--- src/rtl/matmul_sched_if.sv ---
// Request/grant bundle between the requester ports and the shared-multiplier scheduler.
interface matmul_sched_if #(
   parameter int R = 4
);
   logic [R-1:0]         req;
   logic [R-1:0]         grant;
   logic [$clog2(R)-1:0] grant_idx;
   logic                 busy;
   logic                 cap_en;
   logic [R-1:0]         done;
   logic [15:0]          op_cnt;

   modport master (
      output req,
      input  grant, grant_idx, busy, cap_en, done, op_cnt
   );

   modport slave (
      input  req,
      output grant, grant_idx, busy, cap_en, done, op_cnt
   );
endinterface

--- src/rtl/matmul_sched.sv ---
// Round-robin scheduler sharing one fixed-latency matrix multiplier among R requesters.
// Grant is held for LAT+1 cycles; cap_en/done pulse in the final one.
module matmul_sched #(
   parameter int R   = 4,
   parameter int LAT = 3
) (
   input logic           clk,
   input logic           rst,
   matmul_sched_if.slave bus
);
   localparam int IW = $clog2(R);
   localparam int CW = $clog2(LAT + 1);

   typedef enum logic {IDLE, RUN} state_t;

   state_t          state, state_nx;
   logic [CW-1:0]   cnt, cnt_nx;
   logic [IW-1:0]   ptr, ptr_nx, grant_idx_q, idx_nx;
   logic [IW-1:0]   next_ptr, start, win_idx, k;
   logic [R-1:0]    grant_q, grant_nx, done_d, cand;
   logic            busy_q, busy_nx, cap, win;
   logic [15:0]     op_cnt_q, op_cnt_nx;

   assign cap      = (state == RUN) && (cnt == '0);
   assign next_ptr = (32'(grant_idx_q) == R - 1) ? '0 : grant_idx_q + IW'(1);

   always_comb begin
      done_d = '0;
      if (cap) done_d[grant_idx_q] = 1'b1;
   end

   // In the done cycle arbitration already starts after the served requester,
   // and its own bit is masked so it cannot win back-to-back.
   assign cand  = bus.req & ~done_d;
   assign start = cap ? next_ptr : ptr;

   always_comb begin
      win     = 1'b0;
      win_idx = '0;
      k       = '0;
      for (int unsigned i = 0; i < R; i++) begin
         k = IW'((32'(start) + i) % R);
         if (!win && cand[k]) begin
            win     = 1'b1;
            win_idx = k;
         end
      end
   end

   always_comb begin
      state_nx  = state;
      cnt_nx    = cnt;
      grant_nx  = grant_q;
      idx_nx    = grant_idx_q;
      busy_nx   = busy_q;
      ptr_nx    = ptr;
      op_cnt_nx = op_cnt_q;
      unique case (state)
         IDLE: begin
            if (win) begin
               state_nx = RUN;
               cnt_nx   = CW'(LAT);
               grant_nx = R'(1) << win_idx;
               idx_nx   = win_idx;
               busy_nx  = 1'b1;
            end
         end
         RUN: begin
            if (!cap) begin
               cnt_nx = cnt - CW'(1);
            end else begin
               ptr_nx    = next_ptr;
               op_cnt_nx = op_cnt_q + 16'd1;
               if (win) begin
                  cnt_nx   = CW'(LAT);
                  grant_nx = R'(1) << win_idx;
                  idx_nx   = win_idx;
               end else begin
                  state_nx = IDLE;
                  grant_nx = '0;
                  idx_nx   = '0;
                  busy_nx  = 1'b0;
               end
            end
         end
         default: ;
      endcase
   end

   always_ff @(posedge clk or negedge rst) begin
      if (!rst) begin
         state       <= IDLE;
         cnt         <= '0;
         ptr         <= '0;
         grant_q     <= '0;
         grant_idx_q <= '0;
         busy_q      <= 1'b0;
         op_cnt_q    <= '0;
      end else begin
         state       <= state_nx;
         cnt         <= cnt_nx;
         ptr         <= ptr_nx;
         grant_q     <= grant_nx;
         grant_idx_q <= idx_nx;
         busy_q      <= busy_nx;
         op_cnt_q    <= op_cnt_nx;
      end
   end

   assign bus.grant     = grant_q;
   assign bus.grant_idx = grant_idx_q;
   assign bus.busy      = busy_q;
   assign bus.cap_en    = cap;
   assign bus.done      = done_d;
   assign bus.op_cnt    = op_cnt_q;
endmodule

--- src/flat_wrapper.sv ---
// flat-port wrapper written by rule: the top's interface ports become plain ports
module matmul_sched_flat 
#(
   parameter int R   = 4,
   parameter int LAT = 3
)
  (clk, rst, bus_req, bus_grant, bus_grant_idx, bus_busy, bus_cap_en, bus_done, bus_op_cnt);
  matmul_sched_if #(.R(R)) bus_i ();
  input logic clk;
  input logic rst;
  input wire logic [$bits(bus_i.req)-1:0] bus_req;
  output wire logic [$bits(bus_i.grant)-1:0] bus_grant;
  output wire logic [$bits(bus_i.grant_idx)-1:0] bus_grant_idx;
  output wire logic [$bits(bus_i.busy)-1:0] bus_busy;
  output wire logic [$bits(bus_i.cap_en)-1:0] bus_cap_en;
  output wire logic [$bits(bus_i.done)-1:0] bus_done;
  output wire logic [$bits(bus_i.op_cnt)-1:0] bus_op_cnt;
  assign bus_i.req = bus_req;
  assign bus_grant = bus_i.grant;
  assign bus_grant_idx = bus_i.grant_idx;
  assign bus_busy = bus_i.busy;
  assign bus_cap_en = bus_i.cap_en;
  assign bus_done = bus_i.done;
  assign bus_op_cnt = bus_i.op_cnt;
  matmul_sched #(.R(R), .LAT(LAT)) u_core (.clk(clk), .rst(rst), .bus(bus_i));
endmodule
--- config.mk ---
export PLATFORM = sky130hd
export DESIGN_NAME = matmul_sched_flat
export DESIGN_NICKNAME = d
export VERILOG_FILES = /design/src/rtl/matmul_sched_if.sv /design/src/rtl/matmul_sched.sv /design/src/flat_wrapper.sv
export SDC_FILE = /design/constraint.sdc
export NUM_CORES = 1
export LEC_CHECK = 0
export ABC_AREA = 1
export CAP_MARGIN = 40
export CORE_ASPECT_RATIO = 1.75
export CORE_MARGIN = 3
export CORE_UTILIZATION = 45
export CTS_CLUSTER_SIZE = 28
export DETAILED_ROUTE_END_ITERATION = 12
export PLACE_DENSITY_LB_ADDON = 0.2
export SLEW_MARGIN = 20
export SYNTH_ARGS = -nofsm -noshare
export SYNTH_HDL_FRONTEND = slang
export SYNTH_SLANG_ARGS = --single-unit
--- constraint.sdc ---
create_clock -name clk -period 1.9 [get_ports clk]
set_input_delay 0.285 -clock clk [delete_from_list [all_inputs] [get_ports clk]]
set_output_delay 0.285 -clock clk [all_outputs]
set_load 0.01 [all_outputs]
==> results by group, run 1 <==
Die
  • Die H: 89.6 um
  • Overall die area: 4820 sq um
  • Core area: 3740 sq um
  • Die X: 53.8 um
  • Num rows: 29
  • Starting density of the core: just under 50%
  • I/O pin cnt: 34

Setup path
  • CP Launch Type: register
  • Critical Path AT: between 2 and 2.5 ns
  • Critical Path End Type: register
  • Critical setup path kind: register to register
  • Data required time of the worst path: approximately 2.1 ns
  • CP max FO: 6

Place
  • Dpl ws: -0.201 ns
  • Dpl hpwl: between 3 and 4 mm
  • DP Cell Count: approximately 340
  • GPL Wtd Cong: approximately 0.8
  • Port Buffers: 33

Drt
  • # DRC: 0
  • Via density: 4.92
  • Post-Route WL: 4.66 mm
  • Iteration-0 DRC Markers: 17
  • DRT antenna net count: 0
  • Vias post-DR: 1752
  • 1st-pass router iterations: 4
  • Wire per inst: 13.1 um

Global routing
  • GRT overflow: 0
  • Largest net degree at the start of global routing: 29
  • Initial antenna violation count: 0
  • Gr usage total: 21.5%
  • First-pass GRT wire length: 7.71 mm
  • Vias in the first global route: 1786

Logic synthesis
  • Post-Synth Adder-Cell Area: under 10%
  • Net Count, Synth: 247
  • Simple-Gate Fraction of Synth Area: 37.4%
  • Multiplexer share of the synthesized area: 0%
  • Area share of xor/xnor cells in the synthesized design: 5.36%
  • Flops & latches, synth: 28
  • Compound-Gate Fraction of Synth Area: between 5 and 6%
  • Area leader, netlist: dfrtp_1
  • Top cells by area, synth: dfrtp_1 39%, nand2_1 14%, nand3_1 7.0%
  • Avg Cell Area, Syn: 7.65 sq um
  • Post-Syn Area: 1800 sq um
  • Synth cell types: 25
  • Share of the synthesized area in the top cell type: between 30 and 40%
  • Synth Warn #: 0
  • Synth Instances: about 240
  • Main combinational cell family by area after synthesis: simple AND/OR/NAND/NOR gates
  • Sequential area share after synthesis: between 30% and 40%

Power
  • Sequential Power Share: 22.5%
  • Clock share of power: under 10%
  • Logic pwr share: 68.1%
  • Sw frac: 47.2%
  • Peak VDD IR: 0.00115 V
  • Pint: 2.07 mW
  • Pwr/cell area: 1420 nW/um^2
  • LEAKAGE: 1.43 nW
  • Psw: 1.85 mW

Timing
  • Final period util: 105%
  • Worst Skew: ~0.0083 ns
  • Max-slew violations: 0
  • FMAX: roughly 0.5 GHz
  • Total negative setup slack: -0.648 ns
  • Worst Tran Pin Value: 0.357 ns
  • RSZ-0062 raised after global routing: yes
  • Slew margin rel.: 76.2%
  • Setup violations, final: 10
  • Tmin final: 1.99 ns
  • Worst setup margin: -0.0903 ns
  • Endpoints failing hold: 0
  • WHS: roughly 0.38 ns

Clocking
  • # clock sinks: 28
  • Cts hold-fix bufs: 0
  • Max clock buf depth: 2
  • TritonCTS clock tree: built
  • Clk slew on worst S/H paths: 0.10 ns
  • Total CTS buffers: 3
  • H-Tree Depth: 1
  • Clock Latency Late Sink: between 0.2 and 0.3 ns
  • Clk Tree Root Cell: clkbuf_8

Final layout
  • Layout Utilization: roughly 74%
  • Most frequent cells in the layout: 57 x nand2_1, 38 x buf_4, 28 x clkdlybuf4s50_1
  • Layout cells sized above 1: about two fifths
  • Footprint of the multi-input gates: 1170 sq um
  • Fin nets: 323
  • Sequential cell area: 703 sq um
  • Layout Cells excl Fill: 356
  • Most common cell after layout, fill and taps aside: nand2_1
  • Ant diodes: 0
  • Fillers: between 200 and 300
  • Synthesis-to-layout area growth: 53.3%

Outcome
  • Outcome: complete, but fails checks
  • Violated checks: setup timing

Worst hold path
  • Hold Crit Class: primary input to async pin

Flow run
  • Max Cap Violations: 0
## cell type report
class                      instances  area share, %
inverter                          35           5.27
timing repair buffer              73           22.5
multi-input combinational        170           42.6
sequential                        28           25.5
clock buffer                       4           2.00
tap                               46           2.09
## per-stage QoR
| step | cell area (sq um) | total power, mW |
|---|---|---|
| final | 2760 | 3.91 |
| after global routing | 2760 | 4.23 |
| after CTS | 2600 | 3.61 |
| after detailed placement | 2420 | 3.02 |
| after global placement | 2420 | 2.99 |
| after floorplan | 1810 | 2.23 |
## critical path, cell delays in order, from the launching register on
cell and delay, ns:
dfrtp_1 0.41, inv_2 0.08, ha_4 0.15, buf_4 0.15
nand3_1 0.12, nand2_2 0.11, inv_1 0.06, nand2_1 0.09
nand3_1 0.09, nand2_2 0.15, nand4_4 0.16, nand2_4 0.13
nand2_8 0.07, nand2_1 0.07, o21ai_1 0.05
## synth_stat cells (all sizes together)
master and number:
a21boi 1, a21oi 3, buf 2, clkinv 2, dfrtp 28, ha 6
inv 33, nand2 88, nand3 26, nand4 6, nor2 17, nor3 1
nor3b 1, o21ai 9, o21ba 1, xnor2 5, xor2 6
## layer usage
layer	GRT usage [%]	vias to the layer above	share of wire [%]
li1	-	882	-
met2	41.3	28	60
met1	22.2	831	36
met3	2.15	11	1.8
met4	10.0	0	2.6
met5	0	-	0
## flip-flops by register name (all words and copies together), names as in the netlist
| signal | count |
|---|---|
| u_core.bus.grant_idx | 2 |
| u_core.bus.op_cnt | 16 |
| u_core.bus.grant | 4 |
| u_core.bus.busy | 1 |
| u_core.ptr | 2 |
| u_core.state | 1 |
| u_core.cnt | 2 |
## cells by family after synthesis
group	after synthesis
AO/OA/AOI/OAI	14
AND/OR/NAND/NOR	139
flip-flops	28
XOR/XNOR	11
buffers and inverters	37
adder cells (fa/ha/maj)	6
## power groups by stage
stage	sequential, mW	clock (mW)	combinational (mW)
3_3_place_gp	0.871	0	2.12
2_1_floorplan	0.906	0	1.32
6_report	0.881	0.368	2.66
3_5_place_dp	0.875	0	2.14
4_1_cts	0.878	0.376	2.35
5_1_grt	0.900	0.398	2.93
## final timing paths
path                                        from                       to  slack (ns)  depth (start not counted)
max                                u_core.cnt[1]  u_core.bus.grant_idx[0]       -0.09                         14
min                                          rst     u_core.bus.op_cnt[8]        0.38                          2
max reg2reg                        u_core.cnt[1]  u_core.bus.grant_idx[0]       -0.09                         14
min reg2reg                u_core.bus.op_cnt[15]    u_core.bus.op_cnt[15]        0.48                          1
max in group asynchronous                    rst  u_core.bus.grant_idx[1]        1.24                          2
min in group clk           u_core.bus.op_cnt[15]    u_core.bus.op_cnt[15]        0.48                          1
## timing repair
item / 4_1_cts / 5_1_grt
setup buffers: 2 / 6
gates resized for setup: 35 / 37
setup endpoints to repair: 19 / 19
pin swaps: 16 / 16
hold endpoints to repair: 0 / 0
Power figures use the tool's default switching activity.
==> inputs of run 2 (changes only) <==
- TNS_END_PERCENT: default -> 1
==> run 2 against run 1 <==
The run still ends with setup timing left. Clock power barely moved. Combinational power fell by 4%. Maximum frequency fell by 0.81%. Largest power group unchanged.
==> results by group, run 2 (synthesized netlist as in run 1, its figures left out) <==
Drt
  • Wire per inst: 12.8 um (-2.2%)
  • 1st-pass router iterations: 4 (unchanged)
  • Via density: 5.00 (+1.7%)
  • Vias post-DR: 1761 (+0.51%)
  • DRT antenna net count: 0 (unchanged)
  • Post-Route WL: 4.50 mm (-3.3%)
  • # DRC: 0 (unchanged)
  • Iteration-0 DRC Markers: 13 (-4)

Setup path
  • Critical Path End Type: register
  • Worst Setup SP: u_core.bus.grant_idx[0]
  • R2R Setup Slk: -0.11 ns (-0.02 ns)
  • Critical setup path kind: register to register
  • Data required time of the worst path: 2.07 ns (about the same)
  • Crit path capture: u_core.bus.grant[2]
  • R2r endpoint: u_core.bus.grant[2]
  • CP max FO: 4 (-2)
  • CP Launch Type: register
  • Worst R2R Start: u_core.bus.grant_idx[0]
  • Critical Path AT: 2.18 ns (+0.02 ns)
  • Cells on worst reg2reg path: 13 (-1)

Clocking
  • Clk Tree Root Cell: clkbuf_8
  • Clock Latency Late Sink: 0.27 ns (about the same)
  • Total CTS buffers: 3 (unchanged)
  • # clock sinks: 28 (unchanged)
  • Max clock buf depth: 2 (unchanged)
  • TritonCTS clock tree: built
  • H-Tree Depth: 1 (unchanged)
  • Cts hold-fix bufs: 0 (unchanged)
  • Clk slew on worst S/H paths: 0.10 ns (about the same)

Global routing
  • Gr usage total: 20.5% (-1.0 points)
  • First-pass GRT wire length: 7.36 mm (-4.7%)
  • Initial antenna violation count: 0 (unchanged)
  • Vias in the first global route: 1738 (-2.7%)
  • Largest net degree at the start of global routing: 29 (unchanged)
  • GRT overflow: 0 (unchanged)

Flow run
  • Max Cap Violations: 0 (unchanged)

Die
  • Overall die area: 4820 sq um (unchanged)
  • Core area: 3740 sq um (unchanged)
  • Starting density of the core: 48.1% (unchanged)
  • Num rows: 29 (unchanged)
  • Die H: 89.6 um (unchanged)
  • I/O pin cnt: 34 (unchanged)
  • Die X: 53.8 um (unchanged)

Final layout
  • Most frequent cells in the layout: 55 x nand2_1, 35 x buf_4, 28 x inv_1, 28 x clkdlybuf4s50_1, 27 x dfrtp_1
  • Fin nets: 319 (-1.2%)
  • Footprint of the multi-input gates: 1140 sq um (-2.7%)
  • Fillers: 282 (+1.1%)
  • Most common cell after layout, fill and taps aside: nand2_1
  • Layout cells sized above 1: 36.3% (-2.8 points)
  • Sequential cell area: 702 sq um (-0.18%)
  • Max reg flops: 16 (unchanged)
  • Synthesis-to-layout area growth: 49.7%
  • Finished layout cell area: 2690 sq um (-2.4%)
  • Ant diodes: 0 (unchanged)

Power
  • Total power: 3.79 mW (-3.2%)
  • Sequential Power Share: 22.9% (+0.4 points)
  • LEAKAGE: 1.39 nW (-2.5%)
  • Pwr/cell area: 1410 nW/um^2 (-0.81%)
  • Peak VDD IR: 0.00111 V (-3.2%)
  • Sw frac: 47.1% (-0.081 points)
  • Clock share of power: 9.7% (+0.3 points)
  • Psw: 1.78 mW (-3.4%)
  • Pint: 2.00 mW (-3.0%)
  • Logic pwr share: 67.4% (-0.7 points)

Timing
  • Worst Skew: 0.00680 ns (-0.00154 ns)
  • Final period util: 106% (+0.85 points)
  • FMAX: 0.498 GHz (-0.81%)
  • Endpoints failing hold: 0 (unchanged)
  • Slew margin rel.: 76.1% (-0.12 points)
  • Worst setup margin: -0.106 ns (-0.0162 ns)
  • Setup violations, final: 9 (-1)
  • Max-slew violations: 0 (unchanged)
  • Worst Tran Pin Value: 0.359 ns (+0.00181 ns)
  • WHS: 0.379 ns (+0.000268 ns)
  • RSZ-0062 raised after global routing: yes
  • Tmin final: 2.01 ns (+0.0162 ns)

Place
  • Port Buffers: 33 (unchanged)
  • GPL Wtd Cong: 0.807 (unchanged)
  • Placed cell area: 2420 sq um (unchanged)
  • Dpl hpwl: 3.45 mm (unchanged)

Outcome
  • Violated checks: setup timing
  • Outcome: complete, but fails checks

Worst hold path
  • Hold Crit Class: primary input to async pin
run 2: repair_timing:
| item | CTS | global route |
|---|---|---|
| pin swaps | 0 | 18 |
| gates resized for setup | 14 | 48 |
| gates cloned | 0 | 0 |
| endpoints found under the setup margin | 19 | 19 |
| buffers inserted | 0 | 4 |
run 2: worst max-delay path: stages, from the launching register on:
cell and delay (ns):
dfrtp_2 0.46, ha_2 0.24, nor2_4 0.11, nand2_4 0.09, buf_4 0.14, nand3_1 0.08, nand2_2 0.10, nand2_1 0.09
nand2_2 0.07, buf_4 0.14, o21ai_1 0.13, nand2_1 0.09, nand3_1 0.08, nand2_1 0.06
run 2: routing by layer:
metal / share of wire [%] / wire (um) / vias up / global-route usage (%)
li1: - / - / 877 / -
met1: 36 / 1610 / 835 / 21.3
met2: 57 / 2580 / 33 / 38.9
met3: 2.2 / 100 / 16 / 2.15
met4: 4.7 / 210 / 0 / 10.0
met5: 0 / 0 / - / 0
run 2: how the worst min path moves through the flow:
stage / from / to / slack [ns] / cells past startpoint
after floorplan: rst / u_core.bus.busy / -0.01 / 0
after global placement: u_core.bus.op_cnt[15] / u_core.bus.op_cnt[15] / 0.46 / 1
after detailed placement: u_core.bus.op_cnt[15] / u_core.bus.op_cnt[15] / 0.46 / 1
after CTS: rst / u_core.cnt[0] / 0.39 / 2
after global routing: rst / u_core.bus.op_cnt[3] / 0.41 / 2
final: rst / u_core.bus.op_cnt[3] / 0.38 / 2
run 2: area by class of cell:
type / count / area share, %
clock buffer: 4 / 2.05
inverter: 35 / 5.21
multi-input combinational: 170 / 42.5
sequential: 28 / 26.1
tap: 46 / 2.14
timing repair buffer: 69 / 22.0
run 2: stage by stage:
stage / util [%] / setup TNS (ns) / instances / worst slack, ns
final: 71.9 / -0.678 / 352 / -0.106
after global routing: 71.9 / -1.93 / 352 / -0.236
after CTS: 66.9 / -0.813 / 348 / -0.115
after detailed placement: 64.7 / -1.38 / 344 / -0.201
after global placement: 64.7 / -0.922 / 344 / -0.173
after floorplan: - / 0 / 235 / 0.00600
run 2: power groups by stage:
stage          Clock, mW  Combinational, mW  Sequential [mW]
5_1_grt            0.398               2.82            0.888
3_3_place_gp           0               2.12            0.871
2_1_floorplan          0               1.32            0.906
3_5_place_dp           0               2.14            0.875
6_report           0.368               2.55            0.868
4_1_cts            0.376               2.21            0.865
